**src/rtl/midi_voice_alloc.sv**
```systemverilog
// midi_voice_alloc
// Single-channel MIDI byte parser with running status, plus a scanning voice
// allocator. The allocator presents one note event at a time on the engine's
// note interface and holds it until the engine's xxxx_zero sync point.
// Optional feature macro: ALL_NOTES_OFF_EN. When it is defined, controller
// 0x7B (all notes off) on the selected channel releases every voice.
`timescale 1ns/1ps
module midi_voice_alloc #(
   parameter int VOICES  = 32,
   parameter int V_WIDTH = 5
) (
   input  logic               AUDIO_CLK,
   input  logic               reset_reg,
   input  logic               byteready,
   input  logic [7:0]         midibyte,
   input  logic [3:0]         midi_ch,
   input  logic               xxxx_zero,
   input  logic [VOICES-1:0]  voice_free,
   output logic [VOICES-1:0]  keys_on,
   output logic               note_on,
   output logic [V_WIDTH-1:0] cur_key_adr,
   output logic [7:0]         cur_key_val,
   output logic [7:0]         cur_vel_on,
   output logic [7:0]         cur_vel_off,
   output logic               busy,
   output logic               overflow
);

   localparam logic [V_WIDTH-1:0] LAST_IDX = V_WIDTH'(VOICES - 1);

   typedef enum logic [1:0] { ST_IDLE, ST_D1, ST_D2 } p_state_t;
   typedef enum logic [1:0] { A_IDLE, A_SCAN, A_ISSUE, A_WAIT } a_state_t;

   // ---------------- parser ----------------
   p_state_t     p_state_q, p_state_d;
   logic         rs_valid_q, rs_valid_d;
   logic [7:0]   rs_status_q, rs_status_d;
   logic [6:0]   d1_q, d1_d;

   logic         evt_done;
   logic         evt_on;
   logic         evt_all;
   logic [6:0]   evt_vel;

   // ---------------- pending buffer ----------------
   logic         pend_valid_q, pend_valid_d;
   logic         pend_on_q, pend_on_d;
   logic         pend_all_q, pend_all_d;
   logic [6:0]   pend_key_q, pend_key_d;
   logic [6:0]   pend_vel_q, pend_vel_d;
   logic         overflow_q, overflow_d;
   logic         pop;

   // ---------------- allocator ----------------
   a_state_t     a_state_q, a_state_d;
   logic [V_WIDTH-1:0] scan_idx_q, scan_idx_d;
   logic         ev_on_q, ev_on_d;
   logic         ev_all_q, ev_all_d;
   logic [6:0]   ev_key_q, ev_key_d;
   logic [6:0]   ev_vel_q, ev_vel_d;
   logic         hit_f_q, hit_f_d;
   logic [V_WIDTH-1:0] hit_idx_q, hit_idx_d;
   logic         free_f_q, free_f_d;
   logic [V_WIDTH-1:0] free_idx_q, free_idx_d;
   logic         empty_f_q, empty_f_d;
   logic [V_WIDTH-1:0] empty_idx_q, empty_idx_d;
   logic [V_WIDTH-1:0] sel_idx_q, sel_idx_d;
   logic [V_WIDTH-1:0] steal_q, steal_d;

   logic [VOICES-1:0]  keys_on_q, keys_on_d;
   logic [6:0]         key_tab_q [VOICES];
   logic [6:0]         key_tab_d [VOICES];
   logic               note_on_q, note_on_d;
   logic [V_WIDTH-1:0] cur_key_adr_q, cur_key_adr_d;
   logic [6:0]         cur_key_val_q, cur_key_val_d;
   logic [6:0]         cur_vel_on_q, cur_vel_on_d;
   logic [6:0]         cur_vel_off_q, cur_vel_off_d;

   logic         scan_on;
   logic         scan_match;
   logic         scan_free;

   // Parser next state: status/data classification and event completion
   always_comb begin
      p_state_d   = p_state_q;
      rs_valid_d  = rs_valid_q;
      rs_status_d = rs_status_q;
      d1_d        = d1_q;
      evt_done    = 1'b0;
      evt_on      = 1'b0;
      evt_all     = 1'b0;
      evt_vel     = 7'd0;
      if (byteready) begin
         if (midibyte[7:3] == 5'b11111) begin
            // real-time bytes are transparent to the parser
         end else if (midibyte[7:4] == 4'hF) begin
            // system common / sysex cancels running status
            rs_valid_d = 1'b0;
            p_state_d  = ST_IDLE;
         end else if (midibyte[7]) begin
            rs_valid_d  = 1'b1;
            rs_status_d = midibyte;
            p_state_d   = ST_D1;
         end else begin
            case (p_state_q)
               ST_D1: begin
                  d1_d      = midibyte[6:0];
                  p_state_d = ST_D2;
               end
               ST_D2: begin
                  p_state_d = ST_IDLE;
                  if (rs_status_q[3:0] == midi_ch) begin
                     case (rs_status_q[7:4])
                        4'h9: begin
                           evt_done = 1'b1;
                           evt_on   = (midibyte[6:0] != 7'd0);
                           // zero-velocity note-on is a note-off with default release
                           evt_vel  = (midibyte[6:0] != 7'd0) ? midibyte[6:0] : 7'h40;
                        end
                        4'h8: begin
                           evt_done = 1'b1;
                           evt_vel  = midibyte[6:0];
                        end
`ifdef ALL_NOTES_OFF_EN
                        4'hB: begin
                           if (d1_q == 7'h7B) begin
                              evt_done = 1'b1;
                              evt_all  = 1'b1;
                           end
                        end
`endif
                        default: ;
                     endcase
                  end
               end
               default: begin
                  // running status: a data byte in idle starts a new message
                  if (rs_valid_q) begin
                     d1_d      = midibyte[6:0];
                     p_state_d = ST_D2;
                  end
               end
            endcase
         end
      end
   end

   // Parser registers
   always_ff @(posedge AUDIO_CLK) begin
      if (reset_reg) begin
         p_state_q   <= ST_IDLE;
         rs_valid_q  <= 1'b0;
         rs_status_q <= 8'd0;
         d1_q        <= 7'd0;
      end else begin
         p_state_q   <= p_state_d;
         rs_valid_q  <= rs_valid_d;
         rs_status_q <= rs_status_d;
         d1_q        <= d1_d;
      end
   end

   // Pending buffer: a new event is dropped only if the slot stays occupied
   always_comb begin
      pend_valid_d = pend_valid_q && !pop;
      pend_on_d    = pend_on_q;
      pend_all_d   = pend_all_q;
      pend_key_d   = pend_key_q;
      pend_vel_d   = pend_vel_q;
      overflow_d   = 1'b0;
      if (evt_done) begin
         if (pend_valid_q && !pop) begin
            overflow_d = 1'b1;
         end else begin
            pend_valid_d = 1'b1;
            pend_on_d    = evt_on;
            pend_all_d   = evt_all;
            pend_key_d   = d1_q;
            pend_vel_d   = evt_vel;
         end
      end
   end

   // Pending buffer registers
   always_ff @(posedge AUDIO_CLK) begin
      if (reset_reg) begin
         pend_valid_q <= 1'b0;
         pend_on_q    <= 1'b0;
         pend_all_q   <= 1'b0;
         pend_key_q   <= 7'd0;
         pend_vel_q   <= 7'd0;
         overflow_q   <= 1'b0;
      end else begin
         pend_valid_q <= pend_valid_d;
         pend_on_q    <= pend_on_d;
         pend_all_q   <= pend_all_d;
         pend_key_q   <= pend_key_d;
         pend_vel_q   <= pend_vel_d;
         overflow_q   <= overflow_d;
      end
   end

   assign scan_on    = keys_on_q[scan_idx_q];
   assign scan_match = scan_on && (key_tab_q[scan_idx_q] == ev_key_q);
   assign scan_free  = !scan_on && voice_free[scan_idx_q];

   // Allocator FSM: pop, linear scan for candidates, issue, hold until sync
   always_comb begin
      a_state_d     = a_state_q;
      scan_idx_d    = scan_idx_q;
      ev_on_d       = ev_on_q;
      ev_all_d      = ev_all_q;
      ev_key_d      = ev_key_q;
      ev_vel_d      = ev_vel_q;
      hit_f_d       = hit_f_q;
      hit_idx_d     = hit_idx_q;
      free_f_d      = free_f_q;
      free_idx_d    = free_idx_q;
      empty_f_d     = empty_f_q;
      empty_idx_d   = empty_idx_q;
      sel_idx_d     = sel_idx_q;
      steal_d       = steal_q;
      keys_on_d     = keys_on_q;
      key_tab_d     = key_tab_q;
      note_on_d     = note_on_q;
      cur_key_adr_d = cur_key_adr_q;
      cur_key_val_d = cur_key_val_q;
      cur_vel_on_d  = cur_vel_on_q;
      cur_vel_off_d = cur_vel_off_q;
      pop           = 1'b0;
      case (a_state_q)
         A_IDLE: begin
            if (pend_valid_q) begin
               pop         = 1'b1;
               ev_on_d     = pend_on_q;
               ev_all_d    = pend_all_q;
               ev_key_d    = pend_key_q;
               ev_vel_d    = pend_vel_q;
               hit_f_d     = 1'b0;
               free_f_d    = 1'b0;
               empty_f_d   = 1'b0;
               scan_idx_d  = '0;
               a_state_d   = A_SCAN;
            end
         end
         A_SCAN: begin
            // keep only the lowest index for each candidate class
            if (!hit_f_q && scan_match) begin
               hit_f_d   = 1'b1;
               hit_idx_d = scan_idx_q;
            end
            if (!free_f_q && scan_free) begin
               free_f_d   = 1'b1;
               free_idx_d = scan_idx_q;
            end
            if (!empty_f_q && !scan_on) begin
               empty_f_d   = 1'b1;
               empty_idx_d = scan_idx_q;
            end
            scan_idx_d = scan_idx_q + 1'b1;
            if (scan_idx_q == LAST_IDX) begin
               if (ev_all_q) begin
                  a_state_d = A_ISSUE;
               end else if (ev_on_q) begin
                  a_state_d = A_ISSUE;
                  if (hit_f_d) begin
                     sel_idx_d = hit_idx_d;
                  end else if (free_f_d) begin
                     sel_idx_d = free_idx_d;
                  end else if (empty_f_d) begin
                     sel_idx_d = empty_idx_d;
                  end else begin
                     sel_idx_d = steal_q;
                     steal_d   = (steal_q == LAST_IDX) ? '0 : steal_q + 1'b1;
                  end
               end else if (hit_f_d) begin
                  sel_idx_d = hit_idx_d;
                  a_state_d = A_ISSUE;
               end else begin
                  // note-off for a key nobody holds: nothing to present
                  a_state_d = A_IDLE;
               end
            end
         end
         A_ISSUE: begin
            a_state_d = A_WAIT;
            if (ev_all_q) begin
               note_on_d = 1'b0;
               keys_on_d = '0;
               for (int i = 0; i < VOICES; i++) begin
                  key_tab_d[i] = 7'd0;
               end
            end else if (ev_on_q) begin
               note_on_d            = 1'b1;
               cur_key_adr_d        = sel_idx_q;
               cur_key_val_d        = ev_key_q;
               cur_vel_on_d         = ev_vel_q;
               keys_on_d[sel_idx_q] = 1'b1;
               key_tab_d[sel_idx_q] = ev_key_q;
            end else begin
               note_on_d            = 1'b0;
               cur_key_adr_d        = sel_idx_q;
               cur_key_val_d        = ev_key_q;
               cur_vel_off_d        = ev_vel_q;
               keys_on_d[sel_idx_q] = 1'b0;
            end
         end
         default: begin
            if (xxxx_zero) begin
               a_state_d = A_IDLE;
            end
         end
      endcase
   end

   // Allocator and output registers
   always_ff @(posedge AUDIO_CLK) begin
      if (reset_reg) begin
         a_state_q     <= A_IDLE;
         scan_idx_q    <= '0;
         ev_on_q       <= 1'b0;
         ev_all_q      <= 1'b0;
         ev_key_q      <= 7'd0;
         ev_vel_q      <= 7'd0;
         hit_f_q       <= 1'b0;
         hit_idx_q     <= '0;
         free_f_q      <= 1'b0;
         free_idx_q    <= '0;
         empty_f_q     <= 1'b0;
         empty_idx_q   <= '0;
         sel_idx_q     <= '0;
         steal_q       <= '0;
         keys_on_q     <= '0;
         note_on_q     <= 1'b0;
         cur_key_adr_q <= '0;
         cur_key_val_q <= 7'd0;
         cur_vel_on_q  <= 7'd0;
         cur_vel_off_q <= 7'd0;
         for (int i = 0; i < VOICES; i++) begin
            key_tab_q[i] <= 7'd0;
         end
      end else begin
         a_state_q     <= a_state_d;
         scan_idx_q    <= scan_idx_d;
         ev_on_q       <= ev_on_d;
         ev_all_q      <= ev_all_d;
         ev_key_q      <= ev_key_d;
         ev_vel_q      <= ev_vel_d;
         hit_f_q       <= hit_f_d;
         hit_idx_q     <= hit_idx_d;
         free_f_q      <= free_f_d;
         free_idx_q    <= free_idx_d;
         empty_f_q     <= empty_f_d;
         empty_idx_q   <= empty_idx_d;
         sel_idx_q     <= sel_idx_d;
         steal_q       <= steal_d;
         keys_on_q     <= keys_on_d;
         note_on_q     <= note_on_d;
         cur_key_adr_q <= cur_key_adr_d;
         cur_key_val_q <= cur_key_val_d;
         cur_vel_on_q  <= cur_vel_on_d;
         cur_vel_off_q <= cur_vel_off_d;
         for (int i = 0; i < VOICES; i++) begin
            key_tab_q[i] <= key_tab_d[i];
         end
      end
   end

   assign keys_on     = keys_on_q;
   assign note_on     = note_on_q;
   assign cur_key_adr = cur_key_adr_q;
   assign cur_key_val = {1'b0, cur_key_val_q};
   assign cur_vel_on  = {1'b0, cur_vel_on_q};
   assign cur_vel_off = {1'b0, cur_vel_off_q};
   assign busy        = (a_state_q != A_IDLE);
   assign overflow    = overflow_q;

endmodule

```
**config.mk**
```make
export PLATFORM = sky130hd
export DESIGN_NAME = midi_voice_alloc
export DESIGN_NICKNAME = d
export VERILOG_FILES = /design/src/rtl/midi_voice_alloc.sv
export SDC_FILE = /design/constraint.sdc
export NUM_CORES = 1
export LEC_CHECK = 0
export BUFFER_PORTS_ARGS = -buffer_cell sky130_fd_sc_hd__buf_2
export CORE_AREA = 2 2 292 150
export CTS_CLUSTER_DIAMETER = 200
export CTS_CLUSTER_SIZE = 8
export DETAILED_ROUTE_END_ITERATION = 6
export DIE_AREA = 0 0 294 152
export PLACE_DENSITY_LB_ADDON = 0.2
export SLEW_MARGIN = 20
export SYNTH_ARGS = -nofsm -noshare
export SYNTH_HDL_FRONTEND = slang
export SYNTH_SLANG_ARGS = --single-unit
```
**constraint.sdc**
```tcl
create_clock -name AUDIO_CLK -period 10 [get_ports AUDIO_CLK]
set_input_delay 2 -clock AUDIO_CLK [delete_from_list [all_inputs] [get_ports AUDIO_CLK]]
set_output_delay 2 -clock AUDIO_CLK [all_outputs]
set_load 0.01 [all_outputs]
```
==> results.yml, run 1 <==
clock_tree:
  clkTransAtPathRegs_ns: 0.05
  cts_made_buffers: 51
  htreeDepth: 2
  cts_tree: "done"
  cts_buffer_depth: 3
  cts_post_setup_buffers_inserted: 0
  cts.sinks: 368
  root_buffer: "clkbuf_16"
  post_cts_resized: 0
  insertion_delay_ns: 0.59
  ctsHoldBuffers: 0
floorplanning:
  row_count: 54
  core_sq_um: 42500
  io_pins: 112
  initial_core_util: 0.392
  die_w_um: 294
  die-area_sq_um: 44700
  die_h_um: 152
power:
  p_per_area_nw_per_um2: 164
  vdd_drop_max_uv: 124
  power_switching_uw: 680
  p_sw_frac: 0.222
  power_leakage_nw: 6.07
  clkPwrFrac: 0.502
  internal_power_mw: 2.39
  seqPwrFrac: 0.481
  combPwrFrac: 0.018
synth:
  synth-edff-count: 0
  synth_ff_type: "dfxtp_1"
  synth_cell_types: 66
  synthCells: 2039
  syn_area_sq_um: 16700
  yosys.area.top_type: "dfxtp_1"
  async_reset_ff_frac: 0
  yosys_warnings: 0
  ys_seq_area_frac: 0.442
  synth.avg_cell_area_sq_um: 8.18
  synth.top_cell.area_share: 0.442
  yosys-top-cells-area: "dfxtp_1, nand2_1, a21oi_1"
  ys_seq_elements: 368
placement:
  dp_cells: 2557
  place_congestion: 0.867
  dpl_cell_area_sq_um: 17400
  numPortBuffers: 108
  dp_hpwl_mm: 37.2
detailed_routing:
  wl_mm: 57.3
  route.antenna.remaining_nets: 0
  post_drt_wl_per_cell_um: 21.9
  first_iter_violations: 1846
  drc: 0
  first_pass_iters: 5
  via_per_inst: 5.86
  via_count: 15300
timing:
  setup_viol_count_final: 0
  finalClockSkew_ns: 0.0276
  rsz0062_at_grt: "false"
  finalSetupTns_ns: 0
  finalCriticalPeriod_ns: 5.07
  final_max_slew_viol_count: 0
  slew_headroom: 0.232
  final_hold_viol_count: 0
  period_share: 0.507
  fmax_mhz: 197
  worst_pin_slew_ns: 1.15
critical_path:
  ff2ff_path_depth: 11
  worstSetupEndpointType: "register"
  crit_path_cell_trace: "buf_4 -> buf_4 -> mux2i_1 -> a22oi_1 -> a21oi_1 -> nor4_4 -> o221ai_2 -> nor4_4 -> nand3_4 -> and3_1 -> mux2_4"
  required_ns: 10.45
  criticalPathCategory: "reg2reg"
  cp.buffers_inverters: 2
  arrival_ns: 5.52
  worst-path-max-fanout: 58
  slowest_stage: "buf_4"
  path_depth: 11
  crit_family: "simple AND/OR/NAND/NOR gates"
  cpPeakStageDelay_ns: 0.81
  startpoint_type: "register"
grt:
  grt_max_degree: 101
  grt_pass1_vias: 13900
  grt_pass1_wl_mm: 86.3
  overflow: 0
  grt_use_total: 0.248
  antenna_found_initial: 2
layout:
  multi_input_area_sq_um: 8470
  final_common_cell: "nand2_1"
  syn_to_final_growth_pct: 12.4
  final_cell_mix: "nand2_1, dfxtp_1, a21oi_1"
  post-route-cell-area_sq_um: 18700
  register_area_sq_um: 7380
  n_fill_cell: 4090
  finalNonFillerCells: 2613
  n_antenna_cell: 0
  nNetsFinal: 2102
  drive_gt1_frac: 0.127
  fin_util: 0.441
hold_path:
  hold_depth: 2
  worstHoldPathType: "reg2reg"
flow_run:
  drv_cap: 0
outcome:
  outcome: "complete, no violations"
[through the flow]
stage	hold slack, ns	total power, mW	setup WS [ns]
2_1_floorplan	0.431	1.54	6.19
3_3_place_gp	0.438	1.56	5.20
4_1_cts	0.449	3.08	5.00
3_5_place_dp	0.445	1.56	5.03
5_1_grt	0.467	3.16	4.74
6_report	0.446	3.06	4.93
[worst reg2reg max path, stage by stage, from the launching register on]
cell      delay (ns)
dfxtp_4         0.63
buf_4           0.55
buf_4           0.83
mux2i_1         0.21
a22oi_1         0.27
a21oi_1         0.21
nor4_4          0.68
o221ai_2        0.25
nor4_4          0.49
nand3_4         0.21
and3_1          0.31
mux2_4          0.32
[final cells by class]
type	instances	area share
clock buffers	53	0.0685
clock inverters	3	0.00294
inverters	10	0.00200
multi-input cells	1475	0.452
flip-flops and latches	368	0.394
well taps	560	0.0374
repair buffers	144	0.0438
[power by group through the flow]
stage,sequential [mW],clock (mW),combinational [mW]
CTS,1.47,1.56,0.0534
global route,1.47,1.63,0.0585
global placement,1.50,0,0.0523
detailed placement,1.50,0,0.0532
floorplan,1.50,0,0.0337
finish,1.47,1.54,0.0540
[path summary, 6_finish.rpt]
path | startpoint | endpoint | slack (ns)
worst min-delay path | pend_key_q[5]$_SDFFE_PP0P_ | ev_key_q[5]$_SDFFE_PP0P_ | 0.45
worst max register to register | scan_idx_q[2]$_SDFFE_PP0P_ | steal_q[0]$_SDFFE_PP0P_ | 4.93
worst min register to register | pend_key_q[5]$_SDFFE_PP0P_ | ev_key_q[5]$_SDFFE_PP0P_ | 0.45
worst max-delay path | scan_idx_q[2]$_SDFFE_PP0P_ | steal_q[0]$_SDFFE_PP0P_ | 4.93
[cells in the mapped netlist (7+ instances only)]
library cell and number:
a21oi_1 332, a22oi_1 30, and2_1 7, buf_1 26, buf_2 8, buf_4 11
buf_6 9, clkbuf_1 133, dfxtp_1 368, inv_1 9, mux2i_1 131, mux4_2 30
nand2_1 448, nand2b_1 7, nand3_1 260, nand4_1 8, nor2_1 69, nor2b_1 12
nor3_1 15, o21ai_0 20, xor2_1 8
[per-layer routing]
metal / vias up / routed length [um] / global-route usage
met2: 777 / 22200 / 0.325
met5: - / 93 / 0.0148
met4: 2 / 922 / 0.0459
met1: 7350 / 27500 / 0.392
li1: 7092 / - / -
met3: 88 / 6560 / 0.0711
[kinds of logic (layout without fill, tap and decap cells)]
kind of cell,after synthesis,after routing,share of synthesized area
multiplexers,167,167,0.123
other,1,3,0.000225
adder cells (fa/ha/maj),5,5,0.00360
AO/OA/AOI/OAI,426,426,0.143
XOR/XNOR,14,14,0.00736
AND/OR/NAND/NOR,860,860,0.228
buffers and inverters,198,210,0.0524
flip-flops,368,368,0.442
[sequential cells by signal, summed over array words and instances (netlist names), 7 cells and up, named ones only]
name / count
rs_status_q: 8
ev_vel_q: 7
cur_key_val_q: 7
ev_key_q: 7
cur_vel_off_q: 7
key_tab_q: 224
pend_vel_q: 7
pend_key_q: 7
cur_vel_on_q: 7
d1_q: 7
Note: power is estimated with default switching activity, not from simulation.
==> run 2, diff against run 1 <==
==> constraint.sdc (replaced) <==
create_clock -name AUDIO_CLK -period 5.2 [get_ports AUDIO_CLK]
set_input_delay 1.04 -clock AUDIO_CLK [delete_from_list [all_inputs] [get_ports AUDIO_CLK]]
set_output_delay 1.04 -clock AUDIO_CLK [all_outputs]
set_load 0.01 [all_outputs]
==> run 2 against run 1 <==
Combinational power is 93% higher. Global-route usage is 1.0 points higher. Final cell count is 0.42% higher. Register-to-register slack worse by 3.8 ns. Critical path depth is 3 lower. Worst hold slack better by 0.0040 ns. Routed wire length is 3.5% higher. Final area is 0.65% higher. Utilization is 0.29 points higher. Clock skew is 0.0016 ns lower. Largest cell class unchanged. Largest power group unchanged.
==> results.yml, run 2 (same netlist as run 1, synthesis figures left out) <==
critical_path:
  startpoint_type: "register"
  reg2reg_to: "hit_idx_q[2]$_SDFFE_PP0P_"
  rrSetupSlack_ns: 1.10
  arrival_ns: 4.52
  worstSetupEndpointType: "register"
  ff2ff_path_depth: 8
  worst-path-max-fanout: 43
  cp.buffers_inverters: 0
  r2r-start: "scan_idx_q[0]$_SDFFE_PP0P_"
  required_ns: 5.63
  criticalPathCategory: "reg2reg"
  cpPeakStageDelay_ns: 0.92
  crit_path_cell_trace: "mux4_2 -> o211ai_1 -> nand4_1 -> xor2_1 -> nor4_4 -> and4_1 -> mux2i_1 -> nor2_1"
  slowest_stage: "dfxtp_4"
  crit_family: "simple AND/OR/NAND/NOR gates"
power:
  vdd_drop_max_uv: 258
  total_power_mw: 5.93
  power_leakage_nw: 6.14
  p_per_area_nw_per_um2: 314
grt:
  grt_pass1_vias: 13900
  grt_max_degree: 205
  grt_use_total: 0.258
  grt_pass1_wl_mm: 89.0
  antenna_found_initial: 1
  overflow: 0
hold_path:
  worstHoldPathType: "reg2reg"
  hold_depth: 2
  min_to: "key_tab_q[43]$_SDFFE_PP0P_"
  hold_start: "key_tab_q[43]$_SDFFE_PP0P_"
timing:
  fmax_mhz: 244
  setup_viol_count_final: 0
  rsz0062_at_grt: "false"
  slew_headroom: 0.206
  finalClockSkew_ns: 0.0260
  finalSetupTns_ns: 0
  finalCriticalPeriod_ns: 4.10
  final_hold_viol_count: 0
  worst_pin_slew_ns: 1.19
  final_max_slew_viol_count: 0
  period_share: 0.788
clock_tree:
  cts_buffer_depth: 3
  cts_post_setup_buffers_inserted: 0
  root_buffer: "clkbuf_16"
  cts_made_buffers: 51
  cts.sinks: 368
  ctsHoldBuffers: 0
  insertion_delay_ns: 0.60
  htreeDepth: 2
  post_cts_resized: 0
  clkTransAtPathRegs_ns: 0.05
  cts_tree: "done"
placement:
  place_congestion: 0.913
  numPortBuffers: 108
  dp_hpwl_mm: 40.2
floorplanning:
  die_h_um: 152
  die-area_sq_um: 44700
  die_w_um: 294
  core_sq_um: 42500
  initial_core_util: 0.392
  row_count: 54
  io_pins: 112
detailed_routing:
  via_per_inst: 5.87
  wl_mm: 59.3
  post_drt_wl_per_cell_um: 22.6
  drc: 0
  route.antenna.remaining_nets: 0
  first_pass_iters: 5
  via_count: 15400
  first_iter_violations: 1886
layout:
  nNetsFinal: 2112
  final_cell_mix: "nand2_1, dfxtp_1, a21oi_1"
  drive_gt1_frac: 0.131
  reg.largest.list: "key_tab_q x224, rs_status_q x8"
  syn_to_final_growth_pct: 13.2
  top_register: "key_tab_q"
  fin_util: 0.444
  final_common_cell: "nand2_1"
  largest_reg_flops: 224
outcome:
  outcome: "complete, no violations"
flow_run:
  drv_cap: 0
run 2: worst max path at each step:
stage                               start                   endpoint  slack [ns]  cells after the start
2_1_floorplan  scan_idx_q[1]$_SDFFE_PP0P_    steal_q[0]$_SDFFE_PP0P_        2.07                     12
3_3_place_gp   scan_idx_q[0]$_SDFFE_PP0P_  hit_idx_q[0]$_SDFFE_PP0P_        1.25                      8
3_5_place_dp   scan_idx_q[0]$_SDFFE_PP0P_  hit_idx_q[2]$_SDFFE_PP0P_        1.20                      9
4_1_cts        scan_idx_q[0]$_SDFFE_PP0P_  hit_idx_q[2]$_SDFFE_PP0P_        1.19                      9
5_1_grt        scan_idx_q[0]$_SDFFE_PP0P_  hit_idx_q[2]$_SDFFE_PP0P_        0.81                      9
6_report       scan_idx_q[0]$_SDFFE_PP0P_  hit_idx_q[2]$_SDFFE_PP0P_        1.10                      8
run 2: worst register-to-register path: cells and delay by family, from the launching register on:
family          cells  cell delay, ns
compound gates      1            0.58
mux                 2            0.93
simple gates        4            1.25
flops               1            0.92
xor+xnor            1            0.26
run 2: report_power, final:
| group | total, mW | switching, mW | internal [mW] |
|---|---|---|---|
| Sequential | 2.83 | 0.00454 | 2.83 |
| Combinational | 0.104 | 0.0739 | 0.0306 |
| Clock | 2.99 | 1.26 | 1.73 |
| Total | 5.93 | 1.34 | 4.59 |
run 2: final cells by class:
cell class	instances	area, sq um
sequential	368	7380
clock inverter	3	76.3
tap	560	701
fill	4177	23600
multi-input combinational	1475	8470
antenna	1	2.50
clock buffer	53	1280
inverter	10	37.5
timing repair buffer	154	921
run 2: stage by stage:
stage / instances / hold slack (ns) / worst slack, ns / cell area (sq um)
finish: 2624 / 0.450 / 1.10 / 18900
global route: 2623 / 0.463 / 0.810 / 18900
CTS: 2623 / 0.450 / 1.19 / 18900
detailed placement: 2567 / 0.443 / 1.20 / 17500
global placement: 2567 / 0.437 / 1.25 / 17500
floorplan: 2041 / 0.431 / 2.07 / 16700
run 2: metal layers:
layer | track usage | vias up | part of all wire
met5 | 0 | - | 0
met4 | 0.0537 | 0 | 0.017
met3 | 0.100 | 81 | 0.13
met2 | 0.320 | 772 | 0.37
met1 | 0.407 | 7453 | 0.48
li1 | - | 7101 | -
==> run 3, diff against run 2 <==
--- a/config.mk
+++ b/config.mk
@@ -5,12 +5,13 @@
 export SDC_FILE = /design/constraint.sdc
 export NUM_CORES = 1
 export LEC_CHECK = 0
+export ABC_AREA = 1
 export BUFFER_PORTS_ARGS = -buffer_cell sky130_fd_sc_hd__buf_2
-export CORE_AREA = 2 2 292 150
+export CORE_AREA = 2 2 295 151
 export CTS_CLUSTER_DIAMETER = 200
 export CTS_CLUSTER_SIZE = 8
 export DETAILED_ROUTE_END_ITERATION = 6
-export DIE_AREA = 0 0 294 152
+export DIE_AREA = 0 0 297 153
 export PLACE_DENSITY_LB_ADDON = 0.2
 export SLEW_MARGIN = 20
 export SYNTH_ARGS = -nofsm -noshare
==> constraint.sdc (replaced) <==
create_clock -name AUDIO_CLK -period 3.9 [get_ports AUDIO_CLK]
set_input_delay 0.78 -clock AUDIO_CLK [delete_from_list [all_inputs] [get_ports AUDIO_CLK]]
set_output_delay 0.78 -clock AUDIO_CLK [all_outputs]
set_load 0.01 [all_outputs]
==> run 3 against run 2 <==
Final cell count is 18% higher. Final area rose by 2.2%. Power rose by 33%. Critical endpoint is now sel_idx_q[0]$_SDFFE_PP0P_.
==> results.yml, run 3 <==
layout:
  final_cell_mix: "nand2_1, dfxtp_1, o21ai_0"
  n_antenna_cell: 0
  largest_reg_flops: 224
  reg.largest.list: "key_tab_q x224, rs_status_q x8"
  final_common_cell: "nand2_1"
  syn_to_final_growth_pct: 13.7
  drive_gt1_frac: 0.107
  top_register: "key_tab_q"
  nNetsFinal: 2571
timing:
  period_share: 0.879
  rsz0062_at_grt: "false"
  final_max_slew_viol_count: 0
  finalCriticalPeriod_ns: 3.43
  slew_headroom: 0.262
  finalSetupTns_ns: 0
  worst_pin_slew_ns: 1.10
  fmax_mhz: 292
  setup_viol_count_final: 0
  finalClockSkew_ns: 0.0177
  final_hold_viol_count: 0
clock_tree:
  insertion_delay_ns: 0.58
  cts_tree: "done"
  cts_buffer_depth: 3
  cts_post_setup_buffers_inserted: 0
  cts_made_buffers: 51
  root_buffer: "clkbuf_16"
  htreeDepth: 2
  cts.sinks: 368
  post_cts_resized: 0
  clkTransAtPathRegs_ns: 0.05
  ctsHoldBuffers: 0
placement:
  dp_hpwl_mm: 38.5
  place_congestion: 0.910
  numPortBuffers: 108
power:
  power_leakage_nw: 8.05
  vdd_drop_max_uv: 303
  p_per_area_nw_per_um2: 411
  total_power_mw: 7.92
critical_path:
  startpoint_type: "register"
  slowest_stage: "nand2_1"
  cpPeakStageDelay_ns: 0.44
  worst-path-max-fanout: 54
  required_ns: 4.41
  worstSetupEndpointType: "register"
  crit_path_cell_trace: "buf_6 -> buf_4 -> nand2_1 -> nand2_1 -> nand3_1 -> nand3_1 -> nand3_1 -> nand2_1 -> nand2_2 -> o21ai_0 -> nand2_1 -> nand3_1 -> nand2_1 -> nor2_1 -> nor2_1 -> a21oi_1"
  criticalPathCategory: "reg2reg"
  cpMostUsedCell: "nand2_1"
  arrival_ns: 3.93
hold_path:
  worstHoldPathType: "reg2reg"
floorplanning:
  row_count: 54
  io_pins: 112
  die-area_sq_um: 45400
  die_h_um: 153
  core_sq_um: 43000
  initial_core_util: 0.395
  die_w_um: 297
detailed_routing:
  first_iter_violations: 1839
  post_drt_wl_per_cell_um: 18.9
  first_pass_iters: 7
  wl_mm: 58.7
  drc: 0
  route.antenna.remaining_nets: 0
  via_count: 16700
  via_per_inst: 5.38
grt:
  antenna_found_initial: 0
  grt_max_degree: 134
  gr-usage-met3: 0.0691
  grt_pass1_wl_mm: 90.2
  gr-max-usage-layer: "met1"
  grt_util_met2: 0.343
  use_met1: 0.388
  grt_pass1_vias: 15100
  overflow: 0
  grt_use_total: 0.252
synth:
  synth.top_cell.area_share: 0.435
  yosys.area.top_type: "dfxtp_1"
  syn_area_sq_um: 17000
  synth_ff_type: "dfxtp_1"
  synthCells: 2483
  synth_most_common_cell: "nand2_1"
  ys_seq_elements: 368
  yosys_warnings: 0
  ys_seq_area_frac: 0.435
  yosys-top-cells-area: "dfxtp_1, o21ai_0, a21oi_1"
  synth_common_cells: "nand2_1, dfxtp_1, o21ai_0"
  synth.avg_cell_area_sq_um: 6.83
  synth_cell_types: 37
  synth-edff-count: 0
  async_reset_ff_frac: 0
outcome:
  outcome: "complete, no violations"
flow_run:
  drv_cap: 0
[run 3: changes by cell type after synthesis, sizes merged, moves of 17 or more]
cell	before	now
o21ai	20	348
inv	9	247
nor2	72	204
mux2i	131	1
a22oi	30	0
mux4	30	0
or2	3	32
nand2	448	429
clkbuf	133	115
nor3	15	32
[run 3: worst paths after layout]
path                                     from                     endpoint  slack [ns]  cells past startpoint
setup reg to reg   scan_idx_q[0]$_SDFFE_PP0P_    sel_idx_q[0]$_SDFFE_PP0P_        0.47                     16
hold / removal    key_tab_q[167]$_SDFFE_PP0P_  key_tab_q[167]$_SDFFE_PP0P_        0.44                      2
setup / recovery   scan_idx_q[0]$_SDFFE_PP0P_    sel_idx_q[0]$_SDFFE_PP0P_        0.47                     16
hold reg to reg   key_tab_q[167]$_SDFFE_PP0P_  key_tab_q[167]$_SDFFE_PP0P_        0.44                      2
[run 3: cells by family after synthesis]
kind of cell,after synthesis,share of synthesized area
AO/OA/AOI/OAI,706,0.214
XOR/XNOR,1,0.000517
adder cells (fa/ha/maj),4,0.00295
buffers and inverters,435,0.103
flip-flops,368,0.435
multiplexers,1,0.000590
other,1,0.000221
AND/OR/NAND/NOR,967,0.244
[run 3: layout make-up]
| class | instances | area, sq um |
|---|---|---|
| clock buffer | 52 | 1280 |
| timing repair buffer | 161 | 1030 |
| clock inverter | 3 | 52.6 |
| fill | 4399 | 23700 |
| sequential | 368 | 7370 |
| multi-input combinational | 1682 | 7850 |
| tap | 588 | 736 |
| inverter | 255 | 963 |
[run 3: stage by stage]
stage	worst slack, ns	hold slack, ns	area, sq um	instances	utilization
after floorplan	1.63	0.424	17000	2485	-
after global placement	0.426	0.432	17900	3054	0.417
after detailed placement	0.311	0.437	17900	3054	0.417
after CTS	0.272	0.445	19300	3109	0.448
after global routing	0.0310	0.463	19300	3109	0.449
final	0.474	0.441	19300	3109	0.449
[run 3: worst max-delay path: cells and delay by family (launching register included)]
kind                   cells  cell delay [ns]
and+or+nand+nor           12             1.57
buffers and inverters      2             0.77
AOI/OAI and AO/OA          2             0.57
DFF                        1             0.36
[run 3: routing by layer]
metal  wire length [um]  share of wire  vias up
li1                   -              -     8199
met1              29000           0.49     7769
met2              23000           0.39      676
met3               5660          0.096       89
met4               1060          0.018        0
met5                  0              0        -
[run 3: power breakdown]
part / leakage [nW] / switching [mW] / internal, mW
clock network: 0.653 / 1.66 / 2.30
logic: 4.43 / 0.117 / 0.0556
registers: 2.97 / 0.00663 / 3.78
